[config.mk]
export PLATFORM = sky130hd
export DESIGN_NAME = alu_mdu_sequencer
export DESIGN_NICKNAME = d
export VERILOG_FILES = /design/src/rtl/alu_pkg.sv /design/src/rtl/mdu_iter_core.sv /design/src/rtl/alu_mdu_sequencer.sv
export SDC_FILE = /design/constraint.sdc
export NUM_CORES = 1
export LEC_CHECK = 0
export BUFFER_PORTS_ARGS = -buffer_cell sky130_fd_sc_hd__buf_2
export CORE_MARGIN = 2
export CORE_UTILIZATION = 24
export DETAILED_ROUTE_END_ITERATION = 8
export PLACE_DENSITY = 0.94
export SYNTH_ARGS = -nofsm -noshare
export SYNTH_HDL_FRONTEND = slang
export SYNTH_SLANG_ARGS = --single-unit
export TNS_END_PERCENT = 5
[constraint.sdc]
create_clock -name vclk -period 2.8
set_input_delay 0.42 -clock vclk [all_inputs]
set_output_delay 0.42 -clock vclk [all_outputs]
set_load 0.02 [all_outputs]
[src/rtl/alu_pkg.sv]
// Shared encodings for the ALU decoder and RV32M multiply/divide sequencer.
package alu_pkg;

  typedef enum logic [3:0] {
    OP_AND  = 4'b0000,
    OP_OR   = 4'b0001,
    OP_ADD  = 4'b0010,
    OP_SUB  = 4'b0011,
    OP_XOR  = 4'b0100,
    OP_SRL  = 4'b0101,
    OP_SRA  = 4'b0110,
    OP_SLL  = 4'b0111,
    OP_BEQ  = 4'b1000,
    OP_BNE  = 4'b1001,
    OP_BLT  = 4'b1010,
    OP_BGE  = 4'b1011,
    OP_SLT  = 4'b1100,
    OP_SLTU = 4'b1101,
    OP_BLTU = 4'b1110,
    OP_BGEU = 4'b1111
  } alu_op_e;

  localparam logic [1:0] ALUOP_MEM    = 2'b00;
  localparam logic [1:0] ALUOP_BRANCH = 2'b01;
  localparam logic [1:0] ALUOP_RTYPE  = 2'b10;
  localparam logic [1:0] ALUOP_JUMP   = 2'b11;

  localparam logic [6:0] F7_ALT    = 7'b0100000;
  localparam logic [6:0] F7_MULDIV = 7'b0000001;

  typedef enum logic [2:0] {
    MDU_MUL    = 3'b000,
    MDU_MULH   = 3'b001,
    MDU_MULHSU = 3'b010,
    MDU_MULHU  = 3'b011,
    MDU_DIV    = 3'b100,
    MDU_DIVU   = 3'b101,
    MDU_REM    = 3'b110,
    MDU_REMU   = 3'b111
  } mdu_op_e;

  typedef enum logic [1:0] {
    ST_IDLE = 2'b00,
    ST_BUSY = 2'b01,
    ST_DONE = 2'b10
  } mdu_state_e;

endpackage

[src/rtl/mdu_iter_core.sv]
// Iterative RV32M datapath: one shift-add or restoring-subtract step per cycle on
// operand magnitudes, with sign fix-up and the divide-by-zero / overflow early-outs.
module mdu_iter_core
  import alu_pkg::*;
#(
  parameter int unsigned WIDTH = 32,
  parameter int unsigned CNT_W = $clog2(WIDTH) + 1
) (
  input  logic             clk,
  input  logic             rst_n,
  input  logic             i_start,
  input  logic             i_step,
  input  mdu_op_e          i_op,
  input  logic [WIDTH-1:0] i_a,
  input  logic [WIDTH-1:0] i_b,
  output logic             o_early,
  output logic             o_last,
  output logic [WIDTH-1:0] o_result
);

  localparam logic [WIDTH-1:0] MIN_NEG = {1'b1, {(WIDTH-1){1'b0}}};

  logic [WIDTH-1:0]   r_hi, r_lo, r_md, r_result;
  logic [CNT_W-1:0]   r_cnt;
  mdu_op_e            r_op;
  logic               r_neg_res, r_rem_neg;

  logic               w_is_div, w_a_neg, w_b_neg, w_div_zero, w_div_ovf;
  logic [WIDTH-1:0]   w_a_mag, w_b_mag, w_early_res;
  logic [WIDTH:0]     w_sum, w_rem_sh, w_diff;
  logic [WIDTH-1:0]   w_hi_n, w_lo_n, w_quo_s, w_rem_s, w_final;
  logic [2*WIDTH-1:0] w_prod, w_prod_s;

  always_comb begin
    w_is_div    = i_op[2];
    w_a_neg     = i_a[WIDTH-1] &&
                  (i_op inside {MDU_MUL, MDU_MULH, MDU_MULHSU, MDU_DIV, MDU_REM});
    w_b_neg     = i_b[WIDTH-1] && (i_op inside {MDU_MUL, MDU_MULH, MDU_DIV, MDU_REM});
    w_a_mag     = w_a_neg ? -i_a : i_a;
    w_b_mag     = w_b_neg ? -i_b : i_b;
    w_div_zero  = w_is_div && (i_b == '0);
    w_div_ovf   = (i_op inside {MDU_DIV, MDU_REM}) && (i_a == MIN_NEG) && (i_b == '1);
    o_early     = w_div_zero || w_div_ovf;
    // i_op[1] selects the remainder form for the divide ops
    if (w_div_zero) w_early_res = i_op[1] ? i_a : '1;
    else            w_early_res = i_op[1] ? '0 : i_a;
  end

  always_comb begin
    w_sum    = {1'b0, r_hi} + (r_lo[0] ? {1'b0, r_md} : '0);
    w_rem_sh = {r_hi, r_lo[WIDTH-1]};
    w_diff   = w_rem_sh - {1'b0, r_md};
    if (r_op[2]) begin
      w_hi_n = w_diff[WIDTH] ? w_rem_sh[WIDTH-1:0] : w_diff[WIDTH-1:0];
      w_lo_n = {r_lo[WIDTH-2:0], ~w_diff[WIDTH]};
    end else begin
      w_hi_n = w_sum[WIDTH:1];
      w_lo_n = {w_sum[0], r_lo[WIDTH-1:1]};
    end
    w_prod   = {w_hi_n, w_lo_n};
    w_prod_s = r_neg_res ? -w_prod : w_prod;
    w_quo_s  = r_neg_res ? -w_lo_n : w_lo_n;
    w_rem_s  = r_rem_neg ? -w_hi_n : w_hi_n;
    case (r_op)
      MDU_MUL:              w_final = w_prod_s[WIDTH-1:0];
      MDU_DIV, MDU_DIVU:    w_final = w_quo_s;
      MDU_REM, MDU_REMU:    w_final = w_rem_s;
      default:              w_final = w_prod_s[2*WIDTH-1:WIDTH];
    endcase
  end

  assign o_last   = (r_cnt == CNT_W'(WIDTH - 1));
  assign o_result = r_result;

  always_ff @(posedge clk or negedge rst_n) begin
    if (!rst_n) begin
      r_hi      <= '0;
      r_lo      <= '0;
      r_md      <= '0;
      r_cnt     <= '0;
      r_op      <= MDU_MUL;
      r_neg_res <= 1'b0;
      r_rem_neg <= 1'b0;
      r_result  <= '0;
    end else if (i_start) begin
      r_hi      <= '0;
      r_lo      <= w_is_div ? w_a_mag : w_b_mag;
      r_md      <= w_is_div ? w_b_mag : w_a_mag;
      r_cnt     <= '0;
      r_op      <= i_op;
      r_neg_res <= w_a_neg ^ w_b_neg;
      r_rem_neg <= w_a_neg;
      if (o_early) r_result <= w_early_res;
    end else if (i_step) begin
      r_hi  <= w_hi_n;
      r_lo  <= w_lo_n;
      r_cnt <= r_cnt + CNT_W'(1);
      if (o_last) r_result <= w_final;
    end
  end

endmodule

[src/rtl/alu_mdu_sequencer.sv]
// ALU operation decoder with optional RV32M multi-cycle MDU and stall handshake.
// Define ALU_MDU_EN to build the MDU; otherwise M-ops raise illegal_o.
module alu_mdu_sequencer
  import alu_pkg::*;
#(
  parameter int unsigned WIDTH = 32,
  parameter int unsigned CNT_W = $clog2(WIDTH) + 1
) (
  input  logic             clk,
  input  logic             rst_n,
  input  logic             valid_i,
  input  logic             kill_i,
  input  logic [1:0]       ALUOp,
  input  logic [6:0]       Funct7,
  input  logic [2:0]       Funct3,
  input  logic             is_rtype_i,
  input  logic [WIDTH-1:0] src_a_i,
  input  logic [WIDTH-1:0] src_b_i,
  output logic [3:0]       Operation,
  output logic             stall_o,
  output logic             mdu_done_o,
  output logic             mdu_sel_o,
  output logic [WIDTH-1:0] mdu_result_o,
  output logic             illegal_o
);

  logic    w_mop;
  alu_op_e w_op;

  assign w_mop = valid_i && is_rtype_i && (ALUOp == ALUOP_RTYPE) && (Funct7 == F7_MULDIV);

  always_comb begin
    w_op = OP_ADD;
    case (ALUOp)
      ALUOP_RTYPE: begin
        if (!w_mop) begin
          case (Funct3)
            3'b000:  w_op = (Funct7 == F7_ALT) ? OP_SUB : OP_ADD;
            3'b001:  w_op = OP_SLL;
            3'b010:  w_op = OP_SLT;
            3'b011:  w_op = OP_SLTU;
            3'b100:  w_op = OP_XOR;
            3'b101:  w_op = (Funct7 == F7_ALT) ? OP_SRA : OP_SRL;
            3'b110:  w_op = OP_OR;
            default: w_op = OP_AND;
          endcase
        end
      end
      ALUOP_BRANCH: begin
        case (Funct3)
          3'b000:  w_op = OP_BEQ;
          3'b001:  w_op = OP_BNE;
          3'b100:  w_op = OP_BLT;
          3'b101:  w_op = OP_BGE;
          3'b110:  w_op = OP_BLTU;
          3'b111:  w_op = OP_BGEU;
          default: w_op = OP_ADD;
        endcase
      end
      default: w_op = OP_ADD;
    endcase
  end

  assign Operation = w_op;

`ifdef ALU_MDU_EN
  mdu_state_e       r_state, w_state_d;
  logic             w_start, w_step, w_early, w_last;
  logic [WIDTH-1:0] w_result;

  assign w_start = (r_state == ST_IDLE) && w_mop && !kill_i;
  assign w_step  = (r_state == ST_BUSY) && !kill_i;

  always_comb begin
    w_state_d = r_state;
    unique case (r_state)
      ST_IDLE: if (w_start) w_state_d = w_early ? ST_DONE : ST_BUSY;
      ST_BUSY: begin
        if (kill_i)      w_state_d = ST_IDLE;
        else if (w_last) w_state_d = ST_DONE;
      end
      ST_DONE: w_state_d = ST_IDLE;
      default: w_state_d = ST_IDLE;
    endcase
  end

  always_ff @(posedge clk or negedge rst_n) begin
    if (!rst_n) r_state <= ST_IDLE;
    else        r_state <= w_state_d;
  end

  mdu_iter_core #(
    .WIDTH (WIDTH),
    .CNT_W (CNT_W)
  ) u_core (
    .clk      (clk),
    .rst_n    (rst_n),
    .i_start  (w_start),
    .i_step   (w_step),
    .i_op     (mdu_op_e'(Funct3)),
    .i_a      (src_a_i),
    .i_b      (src_b_i),
    .o_early  (w_early),
    .o_last   (w_last),
    .o_result (w_result)
  );

  assign stall_o      = w_mop && (r_state != ST_DONE);
  assign mdu_done_o   = (r_state == ST_DONE);
  assign mdu_sel_o    = (r_state == ST_DONE);
  assign mdu_result_o = w_result;
  assign illegal_o    = 1'b0;
`else
  logic             w_unused;
  logic [CNT_W-1:0] w_unused_cnt;

  assign w_unused     = ^{clk, rst_n, kill_i, src_a_i, src_b_i};
  assign w_unused_cnt = '0;
  assign stall_o      = 1'b0;
  assign mdu_done_o   = 1'b0;
  assign mdu_sel_o    = 1'b0;
  assign mdu_result_o = '0;
  assign illegal_o    = w_mop;
`endif

endmodule
==> results of run 1 <==
[power groups by stage]
stage                     sequential (mW)  combinational (mW)  clock [mW]
after global routing                    0              0.0924           0
after CTS                               0              0.0849           0
final                                   0              0.0853           0
after detailed placement                0              0.0848           0
after floorplan                         0               0.102           0
after global placement                  0              0.0836           0
[cell families after synthesis]
logic type,synth area share [%]
other,0.781
buffers and inverters,57.8
and+or+nand+nor,22.7
AOI/OAI and AO/OA,13.5
adders and majority gates,5.21
[area by class of cell]
class / count / area share [%]
inverter: 4 / 3.17
multi-input combinational: 62 / 69.7
timing repair buffer: 19 / 20.1
tap: 27 / 7.12
[placed cells by master, fill, tap and decap left out]
master | synthesis | routed
sky130_fd_sc_hd__a211oi_1 | 1 | 1
sky130_fd_sc_hd__a211oi_2 | 1 | 1
sky130_fd_sc_hd__a21oi_1 | 3 | 3
sky130_fd_sc_hd__and2_1 | 1 | 1
sky130_fd_sc_hd__buf_2 | 0 | 19
sky130_fd_sc_hd__conb_1 | 1 | 35
sky130_fd_sc_hd__ha_1 | 2 | 2
sky130_fd_sc_hd__inv_1 | 4 | 4
sky130_fd_sc_hd__nand2_1 | 2 | 2
sky130_fd_sc_hd__nand2b_1 | 2 | 2
sky130_fd_sc_hd__nand3_1 | 1 | 1
sky130_fd_sc_hd__nand4b_1 | 1 | 1
sky130_fd_sc_hd__nor2_1 | 2 | 2
sky130_fd_sc_hd__nor3_1 | 2 | 2
sky130_fd_sc_hd__nor4_4 | 1 | 1
sky130_fd_sc_hd__o211a_1 | 1 | 1
sky130_fd_sc_hd__o21ai_0 | 1 | 1
sky130_fd_sc_hd__o22ai_1 | 1 | 1
sky130_fd_sc_hd__o311ai_1 | 1 | 1
sky130_fd_sc_hd__or2_2 | 1 | 1
sky130_fd_sc_hd__or3_1 | 2 | 2
sky130_fd_sc_hd__or4_4 | 1 | 1
[through the flow]
step	util [%]	hold WS, ns	instance area, um2	worst slack [ns]
after global placement	24.7	1.29	474	0.468
after detailed placement	24.7	1.30	474	0.459
after CTS	24.7	1.30	474	0.449
after floorplan	-	1.04	608	0.576
final	24.7	1.30	474	0.456
after global routing	24.7	1.34	474	0.399
[cell usage after synthesis]
cell / instances
sky130_fd_sc_hd__nor2_1: 2
sky130_fd_sc_hd__or4_4: 1
sky130_fd_sc_hd__nand3_1: 1
sky130_fd_sc_hd__nor4_4: 1
sky130_fd_sc_hd__nand2b_1: 2
sky130_fd_sc_hd__and2_1: 1
sky130_fd_sc_hd__o21ai_0: 1
sky130_fd_sc_hd__inv_1: 4
sky130_fd_sc_hd__ha_1: 2
sky130_fd_sc_hd__nand2_1: 2
sky130_fd_sc_hd__conb_1: 1
sky130_fd_sc_hd__buf_4: 35
sky130_fd_sc_hd__or2_2: 1
sky130_fd_sc_hd__nand4b_1: 1
sky130_fd_sc_hd__o311ai_1: 1
sky130_fd_sc_hd__a211oi_2: 1
sky130_fd_sc_hd__a211oi_1: 1
sky130_fd_sc_hd__a21oi_1: 3
sky130_fd_sc_hd__or3_1: 2
sky130_fd_sc_hd__o22ai_1: 1
sky130_fd_sc_hd__nor3_1: 2
sky130_fd_sc_hd__o211a_1: 1
[per-layer routing]
| layer | vias to the layer above | track usage (%) |
|---|---|---|
| met5 | - | 0 |
| met4 | 0 | 0 |
| met3 | 0 | 0.617 |
| met2 | 25 | 10.3 |
| met1 | 162 | 6.55 |
| li1 | 189 | - |
[worst min-delay path by stage]
stage | startpoint | to
floorplan | Funct3[2] | Operation[0]
finish | Funct3[0] | Operation[0]
CTS | Funct3[0] | Operation[0]
global placement | Funct3[0] | Operation[0]
global route | Funct3[2] | Operation[0]
detailed placement | Funct3[0] | Operation[0]
[worst max-delay path, delay by kind of cell]
| kind | cells | cell delay (ns) |
|---|---|---|
| simple gates | 2 | 0.84 |
| compound gates | 2 | 0.38 |
| buf+inv | 2 | 0.28 |
==> impl_metrics.tcl, run 1 <==
set metrics [dict create \
    outcome "completed" \
    die-width_um 48.7 \
    switchingPower_mw 0.0660 \
    route.layer.met1.wl_um 268 \
    worst_hold_path_class "in -> out" \
    sequence_of_cells_on_the_critical_path "buf_2 > or4_4 > nor4_4 > o311ai_1 > a211oi_2 > buf_2" \
    grt_first_pass_wirelength_um 1080 \
    post_layout_nonfiller_instances 112 \
    synthesis_warning_total 0 \
    finalWirelength_um 750 \
    design.final.nets 170 \
    setup_total_negative_slack_ns 0 \
    min_period_ns 2.34 \
    die-height_um 48.7 \
    multi_input_area_um2 330 \
    wl_met2_um 385 \
    start_kind "input port" \
    internal_power_mw 0.0193 \
    cellPowerDensity_nw_per_um2 180 \
    clock_power_share_pct 0 \
    critPathMaxFanout 3 \
    yosysSeqAreaShare_pct 0 \
    final_hold_violation_count 0 \
    timing.critical_path.mode_cell "sky130_fd_sc_hd__buf_2" \
    fin_total_pwr_mw 0.0853 \
    irDropWorstVdd_v 0.0000423 \
    place.detailed.hpwl_um 717 \
    worst_setup_path_end_kind "primary output" \
    synth_top_area_share_pct 54.7 \
    fillerInstances 228 \
    area_growth_syn_to_layout_pct -1.30 \
    rows 16 \
    detail_route.first_pass.iterations 2 \
    worstHoldPathCells 4 \
    critical_path_required_ns 2.38 \
    combinationalPowerShare_pct 100.0 \
    slowest_stage "sky130_fd_sc_hd__or4_4" \
    finalWeightedCongestion 0.717 \
    synth.largest_area_cell "sky130_fd_sc_hd__buf_4" \
    post-cts-setup-buffers 0 \
    antenna_cells_inserted 0 \
    critical_path_arrival_ns 1.92 \
    leakagePower_nw 0.282 \
    grt_total_usage_pct 5.30 \
    largest_net_degree_at_the_start_of_global_routing 7 \
    drc 0 \
    grt.overflow.total 0 \
    synth.top_cells.by_area "sky130_fd_sc_hd__buf_4 (55%), sky130_fd_sc_hd__ha_1 (5.2%), sky130_fd_sc_hd__nor4_4 (4.4%), sky130_fd_sc_hd__a21oi_1 (3.1%), sky130_fd_sc_hd__inv_1 (3.1%)" \
    top_signal_layer_used "met3" \
    cpPeakStageDelay_ns 0.55 \
    period_share_pct 83.7 \
    first_global_vias 259 \
    netlist_instances 67 \
    report.final.slew_viol_count 0 \
    max_clock_freq_mhz 427 \
    timing.critical_path.to "Operation[0]" \
    rsz_0062_raised_after_global_routing "no" \
    power_switching_share_pct 77.3 \
    viasPerCell 3.36 \
    post_cts_resize_count 0 \
    cp-startpoint "Funct7[3]" \
    timing_worst_setup_path_type "in -> out" \
    drv.max_cap_violation_count 0 \
    placement.io_buffers 19 \
    antenna_found_initial 0 \
    number_of_ports_placed_on_the_die_boundary 121 \
    routed-via-count 376 \
    met3_length_um 96 \
    nFlopsAndLatches 0 \
    post_drt_wl_per_cell_um 6.70 \
    cts-hold-fix-buffers 0 \
    drtIter0Drc 3 \
    post-place-cells 112 \
    antenna_violating_nets_post_route 0 \
    dieArea_um2 2380 \
    power.share.sequential_pct 0 \
    initial_core_util_pct 25.0 \
    register_area_um2 0 \
    clkbuf_count 0 \
    placeableCoreArea_um2 1920 \
    synthesis.area_um2 480 \
    drive_gt1_share_pct 27.1 \
    setup-violations-final 0 \
    post_synth_num_cell_types 22 \
    avgSynthCellArea_um2 7.17 \
]
Power figures use the tool's default switching activity.
==> run 2: changes to the inputs <==
CORE_UTILIZATION = 23   (was 24)
PLACE_DENSITY = 0.91   (was 0.94)
clock period = 2.2 ns   (was 2.8 ns; I/O delays follow)
==> run 2 against run 1 <==
First-iteration DRC count is 100% lower. Worst setup slack worse by 0.39 ns. Global-route usage is 0.069 points higher. Clock-buffer cell count stayed put. Routed wire length is 4.8% higher. Final cell count stayed put. Die area is 4.0% higher. Critical path type unchanged. Largest power group unchanged. Highest routed layer unchanged.
==> impl_metrics.tcl, run 2 (synthesized netlist as in run 1, its figures left out) <==
set metrics [dict create \
    first_global_vias 291 \
    worst_hold_path_class "in -> out" \
    drc 0 \
    antenna_found_initial 0 \
    outcome "completed" \
    number_of_ports_placed_on_the_die_boundary 121 \
    grt_total_usage_pct 5.37 \
    post_drt_wl_per_cell_um 7.02 \
    die-width_um 49.7 \
    crit_family "simple AND/OR/NAND/NOR gates" \
    area_growth_syn_to_layout_pct 0.781 \
    switchingPower_mw 0.0851 \
    largest_net_degree_at_the_start_of_global_routing 7 \
    clock_power_share_pct 0 \
    final_hold_violation_count 0 \
    critical_path_arrival_ns 1.81 \
    min_period_ns 2.14 \
    slowest_stage "sky130_fd_sc_hd__or4_4" \
    clkbuf_count 0 \
    cts-hold-fix-buffers 0 \
    worst_setup_path_end_kind "primary output" \
    timing.hold.worst_endpoint "Operation[0]" \
    drv.max_cap_violation_count 0 \
    design.final.nets 170 \
    power.share.sequential_pct 0 \
    setup_total_negative_slack_ns 0 \
    critPathMaxFanout 3 \
    cpPeakStageDelay_ns 0.55 \
    finalWeightedCongestion 0.814 \
    rows 16 \
    antenna_cells_inserted 0 \
    nFlopsAndLatches 0 \
    period_share_pct 97.2 \
    cellPowerDensity_nw_per_um2 229 \
    drtIter0Drc 0 \
    timing_worst_setup_path_type "in -> out" \
    post-cts-setup-buffers 0 \
    final_common_cell "sky130_fd_sc_hd__conb_1" \
    critical_path_required_ns 1.87 \
    grt.overflow.total 0 \
    postLayoutCoreUtil_pct 24.7 \
    die-height_um 49.7 \
    internal_power_mw 0.0257 \
    most-common-layout-cells "sky130_fd_sc_hd__conb_1 (35), sky130_fd_sc_hd__buf_2 (18), sky130_fd_sc_hd__inv_1 (4), sky130_fd_sc_hd__a21oi_1 (3)" \
    combinationalPowerShare_pct 100.0 \
    start_kind "input port" \
    rsz_0062_raised_after_global_routing "no" \
    dieArea_um2 2470 \
    finalWirelength_um 786 \
    max_clock_freq_mhz 468 \
    initial_core_util_pct 24.5 \
    irDropWorstVdd_v 0.0000660 \
    crit_cells 6 \
    placeableCoreArea_um2 1960 \
    drive_gt1_share_pct 28.2 \
    cp_num_buf_inv 2 \
    place.detailed.hpwl_um 768 \
    placement.io_buffers 19 \
    routed-via-count 387 \
    worstHoldPathCells 4 \
    min_from "Funct3[2]" \
    power_switching_share_pct 76.8 \
    register_area_um2 0 \
    leakagePower_nw 0.283 \
    antenna_violating_nets_post_route 0 \
    grt_first_pass_wirelength_um 1110 \
    report.final.slew_viol_count 0 \
    detail_route.first_pass.iterations 1 \
    setup-violations-final 0 \
    sequence_of_cells_on_the_critical_path "buf_2 > or4_4 > nor4_4 > o311ai_2 > a211oi_2 > buf_4" \
    viasPerCell 3.46 \
]
## run 2: cell types whose count changed in the layout (fill, tap and decap cells not counted)
cell                       change
sky130_fd_sc_hd__o311ai_1      -1
sky130_fd_sc_hd__buf_2         -1
sky130_fd_sc_hd__buf_4         +1
sky130_fd_sc_hd__o311ai_2      +1
## run 2: power groups by stage
stage / Combinational (mW) / Sequential [mW] / Clock (mW)
3_5_place_dp: 0.109 / 0 / 0
3_3_place_gp: 0.107 / 0 / 0
4_1_cts: 0.109 / 0 / 0
6_report: 0.111 / 0 / 0
2_1_floorplan: 0.130 / 0 / 0
5_1_grt: 0.120 / 0 / 0
## run 2: metrics by stage
stage / hold slack, ns / worst slack (ns) / area, um2 / total power [mW] / cells
2_1_floorplan: 0.858 / 0.156 / 608 / 0.130 / 101
5_1_grt: 1.14 / 0.0155 / 484 / 0.120 / 112
3_3_place_gp: 1.11 / 0.0519 / 474 / 0.107 / 112
6_report: 1.12 / 0.0617 / 484 / 0.111 / 112
3_5_place_dp: 1.13 / 0.0336 / 474 / 0.109 / 112
4_1_cts: 1.13 / 0.0327 / 474 / 0.109 / 112
## run 2: how the worst max path moves through the flow
| stage | from | end | slack, ns |
|---|---|---|---|
| finish | Funct7[3] | Operation[0] | 0.06 |
| global route | Funct7[3] | Operation[0] | 0.02 |
| CTS | Funct7[3] | Operation[0] | 0.03 |
| detailed placement | Funct7[3] | Operation[0] | 0.03 |
| global placement | Funct7[3] | Operation[0] | 0.05 |
| floorplan | Funct7[3] | Operation[1] | 0.16 |
## run 2: timing repair
item	CTS	global route
endpoints found under the hold margin	0	0
setup endpoints to repair	0	1
gates resized for setup	0	2
## run 2: per-layer routing
metal	wire (um)	global-route usage (%)	vias to the layer above	part of all wire, %
met2	423	12.0	31	54
met5	0	0	-	0
met1	269	5.68	166	34
li1	-	-	190	-
met3	93	0	0	12
met4	0	0	0	0
## run 2: cell type report
class	instances	area [um2]
inverters	4	15.0
repair buffers	19	97.6
fillers	247	1480
multi-input cells	62	338
well taps	27	33.8
